`src/rtl/ffstdp_update_ctrl_if.sv`:
```
// Bus between the network controller / synaptic core and the FF-STDP update sequencer.
// The slave modport is the sequencer's view of the bus; the master modport is the controller/core side.
interface ffstdp_update_ctrl_if #(
  parameter int PRE_IDX_WIDTH  = 8,
  parameter int POST_IDX_WIDTH = 8
);
  localparam int AddrWidth = POST_IDX_WIDTH + PRE_IDX_WIDTH;

  logic                      START;
  logic                      TRAIN;
  logic                      PAUSE;
  logic                      BUSY;
  logic                      DONE;
  logic                      SYN_RD_EN;
  logic [AddrWidth-1:0]      SYN_RD_ADDR;
  logic                      CNT_RD_EN;
  logic [PRE_IDX_WIDTH-1:0]  PRE_IDX;
  logic [POST_IDX_WIDTH-1:0] POST_IDX;
  logic                      SYN_WR_EN;
  logic [AddrWidth-1:0]      SYN_WR_ADDR;
  logic                      UPD_TREF_EVENT;
  logic                      UPD_IS_TRAIN;

  modport slave (
    input  START, TRAIN, PAUSE,
    output BUSY, DONE, SYN_RD_EN, SYN_RD_ADDR, CNT_RD_EN, PRE_IDX, POST_IDX,
           SYN_WR_EN, SYN_WR_ADDR, UPD_TREF_EVENT, UPD_IS_TRAIN
  );

  modport master (
    output START, TRAIN, PAUSE,
    input  BUSY, DONE, SYN_RD_EN, SYN_RD_ADDR, CNT_RD_EN, PRE_IDX, POST_IDX,
           SYN_WR_EN, SYN_WR_ADDR, UPD_TREF_EVENT, UPD_IS_TRAIN
  );
endinterface

```
`src/rtl/ffstdp_update_ctrl.sv`:
```
// FF-STDP training-pass sequencer: walks every {post, pre} synapse, issues reads and
// writes each updated weight back two cycles later through a fixed valid/address pipeline.
module ffstdp_update_ctrl #(
  parameter int N_PRE          = 256,
  parameter int N_POST         = 256,
  parameter int PRE_IDX_WIDTH  = 8,
  parameter int POST_IDX_WIDTH = 8
) (
  input logic                CLK,
  input logic                RST,
  ffstdp_update_ctrl_if.slave bus
);
  localparam int AddrWidth = POST_IDX_WIDTH + PRE_IDX_WIDTH;
  localparam logic [PRE_IDX_WIDTH-1:0]  PreLast  = PRE_IDX_WIDTH'(N_PRE - 1);
  localparam logic [POST_IDX_WIDTH-1:0] PostLast = POST_IDX_WIDTH'(N_POST - 1);

  typedef enum logic [1:0] {IDLE, RUN, DRAIN, FINISH} state_t;

  state_t                    state, state_nxt;
  logic [PRE_IDX_WIDTH-1:0]  pre_cnt;
  logic [POST_IDX_WIDTH-1:0] post_cnt;
  logic                      is_train;
  logic                      v1, v2;
  logic [AddrWidth-1:0]      a1, a2;
  logic                      rd_en, pre_last, post_last;

  always_comb begin
    rd_en     = (state == RUN) && !bus.PAUSE;
    pre_last  = (pre_cnt == PreLast);
    post_last = (post_cnt == PostLast);
  end

  always_comb begin
    state_nxt = state;
    case (state)
      IDLE:    if (bus.START) state_nxt = bus.TRAIN ? RUN : FINISH;
      RUN:     if (rd_en && pre_last && post_last) state_nxt = DRAIN;
      // Stage 1 empty here means stage 2 is empty next cycle, giving N+2 busy cycles.
      DRAIN:   if (!v1) state_nxt = FINISH;
      FINISH:  state_nxt = IDLE;
      default: state_nxt = IDLE;
    endcase
  end

  always_ff @(posedge CLK) begin
    if (RST) begin
      state    <= IDLE;
      pre_cnt  <= '0;
      post_cnt <= '0;
      is_train <= 1'b0;
      v1       <= 1'b0;
      v2       <= 1'b0;
      a1       <= '0;
      a2       <= '0;
    end else begin
      state <= state_nxt;
      if (state == IDLE && bus.START && bus.TRAIN) begin
        pre_cnt  <= '0;
        post_cnt <= '0;
        is_train <= 1'b1;
      end else if (rd_en) begin
        if (pre_last) begin
          pre_cnt  <= '0;
          post_cnt <= post_last ? '0 : post_cnt + 1'b1;
        end else begin
          pre_cnt <= pre_cnt + 1'b1;
        end
      end
      if (state == FINISH) is_train <= 1'b0;
      v1 <= rd_en;
      a1 <= {post_cnt, pre_cnt};
      v2 <= v1;
      a2 <= a1;
    end
  end

  assign bus.BUSY           = (state == RUN) || (state == DRAIN);
  assign bus.DONE           = (state == FINISH);
  assign bus.SYN_RD_EN      = rd_en;
  assign bus.CNT_RD_EN      = rd_en;
  assign bus.SYN_RD_ADDR    = {post_cnt, pre_cnt};
  assign bus.PRE_IDX        = pre_cnt;
  assign bus.POST_IDX       = post_cnt;
  assign bus.SYN_WR_EN      = v2;
  assign bus.SYN_WR_ADDR    = a2;
  assign bus.UPD_TREF_EVENT = v2;
  assign bus.UPD_IS_TRAIN   = is_train;
endmodule

```
`src/flat_wrapper.sv`:
```
// flat-port wrapper written by rule: the top's interface ports become plain ports
module ffstdp_update_ctrl_flat 
#(
  parameter int N_PRE          = 256,
  parameter int N_POST         = 256,
  parameter int PRE_IDX_WIDTH  = 8,
  parameter int POST_IDX_WIDTH = 8
)
  (CLK, RST, bus_START, bus_TRAIN, bus_PAUSE, bus_BUSY, bus_DONE, bus_SYN_RD_EN, bus_SYN_RD_ADDR, bus_CNT_RD_EN, bus_PRE_IDX, bus_POST_IDX, bus_SYN_WR_EN, bus_SYN_WR_ADDR, bus_UPD_TREF_EVENT, bus_UPD_IS_TRAIN);
  ffstdp_update_ctrl_if #(.PRE_IDX_WIDTH(PRE_IDX_WIDTH), .POST_IDX_WIDTH(POST_IDX_WIDTH)) bus_i ();
  input logic CLK;
  input logic RST;
  input wire logic [$bits(bus_i.START)-1:0] bus_START;
  input wire logic [$bits(bus_i.TRAIN)-1:0] bus_TRAIN;
  input wire logic [$bits(bus_i.PAUSE)-1:0] bus_PAUSE;
  output wire logic [$bits(bus_i.BUSY)-1:0] bus_BUSY;
  output wire logic [$bits(bus_i.DONE)-1:0] bus_DONE;
  output wire logic [$bits(bus_i.SYN_RD_EN)-1:0] bus_SYN_RD_EN;
  output wire logic [$bits(bus_i.SYN_RD_ADDR)-1:0] bus_SYN_RD_ADDR;
  output wire logic [$bits(bus_i.CNT_RD_EN)-1:0] bus_CNT_RD_EN;
  output wire logic [$bits(bus_i.PRE_IDX)-1:0] bus_PRE_IDX;
  output wire logic [$bits(bus_i.POST_IDX)-1:0] bus_POST_IDX;
  output wire logic [$bits(bus_i.SYN_WR_EN)-1:0] bus_SYN_WR_EN;
  output wire logic [$bits(bus_i.SYN_WR_ADDR)-1:0] bus_SYN_WR_ADDR;
  output wire logic [$bits(bus_i.UPD_TREF_EVENT)-1:0] bus_UPD_TREF_EVENT;
  output wire logic [$bits(bus_i.UPD_IS_TRAIN)-1:0] bus_UPD_IS_TRAIN;
  assign bus_i.START = bus_START;
  assign bus_i.TRAIN = bus_TRAIN;
  assign bus_i.PAUSE = bus_PAUSE;
  assign bus_BUSY = bus_i.BUSY;
  assign bus_DONE = bus_i.DONE;
  assign bus_SYN_RD_EN = bus_i.SYN_RD_EN;
  assign bus_SYN_RD_ADDR = bus_i.SYN_RD_ADDR;
  assign bus_CNT_RD_EN = bus_i.CNT_RD_EN;
  assign bus_PRE_IDX = bus_i.PRE_IDX;
  assign bus_POST_IDX = bus_i.POST_IDX;
  assign bus_SYN_WR_EN = bus_i.SYN_WR_EN;
  assign bus_SYN_WR_ADDR = bus_i.SYN_WR_ADDR;
  assign bus_UPD_TREF_EVENT = bus_i.UPD_TREF_EVENT;
  assign bus_UPD_IS_TRAIN = bus_i.UPD_IS_TRAIN;
  ffstdp_update_ctrl #(.N_PRE(N_PRE), .N_POST(N_POST), .PRE_IDX_WIDTH(PRE_IDX_WIDTH), .POST_IDX_WIDTH(POST_IDX_WIDTH)) u_core (.CLK(CLK), .RST(RST), .bus(bus_i));
endmodule
```
`config.mk`:
```
export PLATFORM = sky130hd
export DESIGN_NAME = ffstdp_update_ctrl_flat
export DESIGN_NICKNAME = d
export VERILOG_FILES = /design/src/rtl/ffstdp_update_ctrl_if.sv /design/src/rtl/ffstdp_update_ctrl.sv /design/src/flat_wrapper.sv
export SDC_FILE = /design/constraint.sdc
export NUM_CORES = 1
export LEC_CHECK = 0
export ABC_AREA = 0
export BUFFER_PORTS_ARGS = -buffer_cell sky130_fd_sc_hd__buf_4
export CELL_PAD_IN_SITES_DETAIL_PLACEMENT = 1
export CELL_PAD_IN_SITES_GLOBAL_PLACEMENT = 1
export CORE_ASPECT_RATIO = 0.6
export CORE_MARGIN = 2
export CORE_UTILIZATION = 34
export DETAILED_ROUTE_END_ITERATION = 8
export PLACE_DENSITY = 0.74
export SLEW_MARGIN = 20
export SYNTH_ARGS = -nofsm -noshare
export SYNTH_HDL_FRONTEND = slang
export SYNTH_SLANG_ARGS = --single-unit
```
`constraint.sdc`:
```
create_clock -name CLK -period 1.8 [get_ports CLK]
set_input_delay 0.36 -clock CLK [delete_from_list [all_inputs] [get_ports CLK]]
set_output_delay 0.36 -clock CLK [all_outputs]
set_load 0.02 [all_outputs]
```
# Yosys cells after proc, flatten, opt, wreduce, memory -nomap -nowiden
# Cells that the tools add are included.
[word_totals]
register_bits = 53
output_inout_bits = 55
wordCells = 37
[classes]
addsub = 2
eq_ne = 8
mux = 7
reduce_logical = 12
[ops]
columns = ["operator", "n"]
rows = [
  ["$add A8 B1 Y8 const B", 2],
  ["$eq A8 B8 Y1 const B", 2],
  ["$mux W8", 2],
  ["$mux W2", 4],
  ["$pmux W2 S4", 1],
  ["$ne A2 B2 Y1 const B", 3],
  ["$logic_and A1 B1 Y1", 5],
  ["$eq A2 B2 Y1 const B", 2],
  ["$reduce_or A2 Y1", 2],
  ["$reduce_and A3 Y1", 1],
  ["$eq A2 B1 Y1 const B", 1],
  ["$logic_not A2 Y1", 1],
  ["$reduce_and A2 Y1", 1],
  ["$logic_not A1 Y1", 1],
  ["$logic_or A1 B1 Y1", 1],
]

# Longest topological paths before layout
[logic_depth]
ltp_word = 6
depth_mapped = 7

# Worst setup path before layout
# No wires, ideal clock.
[synth_path]
path_type = "reg2reg"
from = "register u_core.pre_cnt[0] (netlist: u_core.bus.PRE_IDX[0])"
to = "register u_core.post_cnt[4] (netlist: u_core.bus.POST_IDX[4])"
setup_ps = 66
arrival_time_ps = 1857
required_ps = 1734
path_slack_ps = -124
path_stages_with_launch = 6
n_path_buf = 0
cell_sequence = "dfxtp_1 ha_1 nand2_2 or4_4 or3_1 a21oi_2"
[synth_via]
elab_chain_len = 2
[synth_rtl]
columns = ["item", "line_no", "text"]
rows = [
  ["start: declaration", "ffstdp_update_ctrl.sv:20", "logic [PRE_IDX_WIDTH-1:0] pre_cnt;"],
  ["start signal: assignment", "ffstdp_update_ctrl.sv:66", "pre_cnt <= pre_cnt + 1'b1;"],
  ["$eq A8 B8 Y1", "ffstdp_update_ctrl.sv:29", "pre_last = (pre_cnt == PreLast);"],
  ["$reduce_and A2 Y1 (no source line)", "--", ""],
  ["end signal: assignment", "ffstdp_update_ctrl.sv:64", "post_cnt <= post_last ? '0 : post_cnt + 1'b1;"],
  ["end: declaration", "ffstdp_update_ctrl.sv:21", "logic [POST_IDX_WIDTH-1:0] post_cnt;"],
]
# Every way passes these cells.
# A chain may end at the register's enable or synchronous reset.

# Worst setup path in the final report
[layout_path]
from = "register u_core.state[1]"
to = "register u_core.post_cnt[4] (netlist: u_core.bus.POST_IDX[4])"
[layout_via]
elab_chain_len = 4
[layout_rtl]
columns = ["item", "line_no", "text"]
rows = [
  ["start: declaration", "ffstdp_update_ctrl.sv:19", "state_t state, state_nxt;"],
  ["start signal: assignment", "ffstdp_update_ctrl.sv:56", "state <= state_nxt;"],
  ["$logic_not A2 Y1", "ffstdp_update_ctrl.sv:57", "if (state == IDLE && bus.START && bus.TRAIN) begin"],
  ["$logic_and A1 B1 Y1 (2 in a row)", "ffstdp_update_ctrl.sv:57", ""],
  ["$reduce_or A2 Y1 (no source line)", "--", ""],
]
# Several ways; a longest one is shown, not always the timed one.

==> results.json <==
{
  "worstPathArrival_ps": 2040,
  "dp_hpwl_um": 3772,
  "critPathKind": "flip-flop to flip-flop",
  "max_clock_freq_mhz": 555.8,
  "cap_violations": 0,
  "internal-power_uw": 1862,
  "powerDensity_mw_per_mm2": 941.7,
  "cts_hold_buffers_added": 0,
  "crit_family": "simple AND/OR/NAND/NOR gates",
  "floorplan.rows": 21,
  "ys_dominant_reg_cell": "sky130_fd_sc_hd__dfxtp_1",
  "outcome": "finished, final reports clean",
  "cp.required_ps": 2040,
  "path_max_fanout": 6,
  "grtUsageTotal": 0.1532,
  "synthToLayoutAreaGrowth_pct": 37.31,
  "placed_cells_incl_taps": 341,
  "ir_worst_vdd_uv": 364.9,
  "least_margin_pin_slew_ps": 472.8,
  "synth_top_area_frac": 0.5161,
  "clock_sink_count": 53,
  "crit_path_top_delay_cell": "sky130_fd_sc_hd__or4_4",
  "synth-seq-area-share": 0.5161,
  "layout.cells.non_filler": 356,
  "drt-vias-per-instance": 4.596,
  "hold_path_class": "input port to flip-flop",
  "cts.clk_slew.worst_paths_ps": 90,
  "setup_viol": 0,
  "drt_drc": 0,
  "cts-htree-levels": 2,
  "route.antenna.remaining_nets": 0,
  "sum_of_routed_wire_length_over_all_layers_um": 5066,
  "layout-drive-gt1-share": 0.4130,
  "final_min_period_over_clock_period": 0.9996,
  "clock_tree.root_cell": "sky130_fd_sc_hd__clkbuf_8",
  "postSynthRegisterBits": 53,
  "cts-buffers-inserted": 5,
  "timing.final.hold_violations": 0,
  "grt_antenna_before_repair": 0,
  "die_h_um": 64.23,
  "leakage_uw": 0.001246,
  "drv_slew": 0,
  "syn-cell-area_sq_mm": 0.002056,
  "clock_skews_ps": 4.459,
  "die_width_um": 104.4,
  "synth_async_sr_flop_share": 0,
  "pin_count_of_the_biggest_net_entering_global_routing": 28,
  "crit_path_cell_trace": "inv_2, ha_4, nand3b_4, or4_4, or3_4, a21oi_2",
  "synthesis.yosys.warnings": 0,
  "rsz0062_at_grt": "true",
  "clock_tree_from_tritoncts": "built",
  "top_post_synthesis_cells_by_count": "sky130_fd_sc_hd__dfxtp_1 (53), sky130_fd_sc_hd__nor2b_1 (35), sky130_fd_sc_hd__buf_4 (18)",
  "nets": 287,
  "drt-initial-drc-count": 37,
  "via_count": 1636,
  "synth.area.top_cells": "sky130_fd_sc_hd__dfxtp_1 (52%), sky130_fd_sc_hd__nor2b_1 (11%), sky130_fd_sc_hd__buf_4 (6.6%)",
  "globalplace.congestion": 0.7886,
  "crit_path_end_kind": "flip-flop",
  "avgRoutedWirePerCell_um": 14.23,
  "grt_pass1_vias": 1595,
  "synth.most_common_cell": "sky130_fd_sc_hd__dfxtp_1",
  "startpoint_type": "flip-flop",
  "ctsLongestPathBuffers": 2,
  "io-pin-count": 60,
  "number_of_flops_mapped_to_enable_cells_by_yosys": 0,
  "crit_buf_inv": 1,
  "synth.lib_cells_used.distinct": 34,
  "switching_share": 0.2996,
  "yosys.area.top_type": "sky130_fd_sc_hd__dfxtp_1",
  "postSynthNetCount": 217,
  "i_o_buffers": 59,
  "final.min_clock_period_ps": 1799,
  "overflow": 0,
  "grt_first_pass_wirelength_um": 7997,
  "share_seq_of_total_power": 0.471,
  "clock_insertion_delay_worst_skew_ps": 300,
  "timing.critical_path.slowest_cell_delay_ps": 590,
  "netlist_instances": 205,
  "timing.slew.headroom": 0.6819,
  "p_switching_uw": 796.4,
  "num_antenna_cells": 0,
  "power_share_of_the_combinational_group": 0.284,
  "core-area_sq_mm": 0.005702,
  "clkPwrFrac": 0.245,
  "synth_area_per_cell_sq_um": 10.03,
  "floorplan.die_area_sq_mm": 0.006705,
  "drt_first_pass_iters": 4,
  "floorplan.initialDensity": 0.3605,
  "finalPower_uw": 2658
}
power by group through the flow:
| stage | combinational, uW | sequential [uW] | clock (uW) |
|---|---|---|---|
| after detailed placement | 635 | 1270 | 0 |
| after floorplan | 367 | 1290 | 0 |
| after global routing | 823 | 1260 | 729 |
| after CTS | 654 | 1250 | 678 |
| final | 755 | 1250 | 651 |
| after global placement | 612 | 1260 | 0 |
area by class of cell:
type | instances | area, sq um
inverter | 4 | 15.01
tap | 80 | 100.1
fill | 676 | 2879
clock buffer | 7 | 76.32
sequential | 53 | 1071
clock inverter | 1 | 7.507
timing repair buffer | 86 | 660.6
multi-input combinational | 125 | 892.1
layer usage:
layer | up-vias | GRT usage | routed length, um
met4 | 0 | 0.05574 | 44
met2 | 44 | 0.2394 | 2262
met5 | - | 0 | 0
met1 | 781 | 0.2029 | 2463
li1 | 806 | - | -
met3 | 5 | 0.04286 | 297
sequential cells by signal, summed over array words and instances, names as in the netlist:
signal and count:
u_core.a1 16, u_core.bus.POST_IDX 8, u_core.bus.PRE_IDX 8, u_core.bus.SYN_WR_ADDR 16, u_core.bus.SYN_WR_EN 1, u_core.bus.UPD_IS_TRAIN 1
u_core.state 2, u_core.v1 1
metrics by stage:
step | area, sq um | utilization | TNS [ps] | setup WS (ps) | hold WS [ps]
after floorplan | 2073 | - | 0 | 2.915 | 413.8
after global placement | 2613 | 0.4582 | 0 | 69.78 | 415.7
after detailed placement | 2613 | 0.4582 | 0 | 18.82 | 431.2
after CTS | 2710 | 0.4753 | 0 | 5.636 | 311.1
after global routing | 2823 | 0.4951 | -127.3 | -43.95 | 317.0
final | 2823 | 0.4951 | 0 | 0.6841 | 315.8
what timing repair did:
item	CTS	global route
setup endpoints to repair	4	7
gates resized for setup	6	13
setup buffers	0	7
pin swaps	0	5
placed cells by master, fill, tap and decap left out, types with 4 or more instances in the layout:
master	count
sky130_fd_sc_hd__nor2b_1	34
sky130_fd_sc_hd__buf_6	4
sky130_fd_sc_hd__nand3_1	4
sky130_fd_sc_hd__ha_1	5
sky130_fd_sc_hd__a31oi_1	4
sky130_fd_sc_hd__nor3_1	4
sky130_fd_sc_hd__xor2_1	4
sky130_fd_sc_hd__xnor2_1	4
sky130_fd_sc_hd__clkbuf_8	5
sky130_fd_sc_hd__dfxtp_1	49
sky130_fd_sc_hd__buf_4	82
sky130_fd_sc_hd__nor2_1	11
sky130_fd_sc_hd__o21ai_0	8
sky130_fd_sc_hd__nand2_1	10
cells by family (layout without fill, tap and decap cells):
| kind of cell | Yosys count | after routing | share of synthesized area |
|---|---|---|---|
| AO/OA/AOI/OAI | 24 | 24 | 0.07304 |
| XOR/XNOR | 8 | 8 | 0.03408 |
| adder cells (fa/ha/maj) | 7 | 7 | 0.04260 |
| buffers and inverters | 27 | 98 | 0.08217 |
| flip-flops | 53 | 53 | 0.5161 |
| multiplexers | 2 | 2 | 0.009739 |
| AND/OR/NAND/NOR | 84 | 84 | 0.2422 |
final timing paths:
check | from | to | slack, ps | depth (start not counted)
worst max register to register | u_core.state[1]$_SDFFE_PP0P_ | u_core.bus.POST_IDX[4]$_SDFFE_PP0P_ | 0.7 | 6
worst min-delay path | RST | u_core.a1[9]$_SDFF_PP0_ | 320 | 2
worst min register to register | u_core.a1[5]$_SDFF_PP0_ | u_core.bus.SYN_WR_ADDR[5]$_SDFF_PP0_ | 450 | 1
worst max-delay path | u_core.state[1]$_SDFFE_PP0P_ | u_core.bus.POST_IDX[4]$_SDFFE_PP0P_ | 0.7 | 6
(Power assumes the default switching activity.)
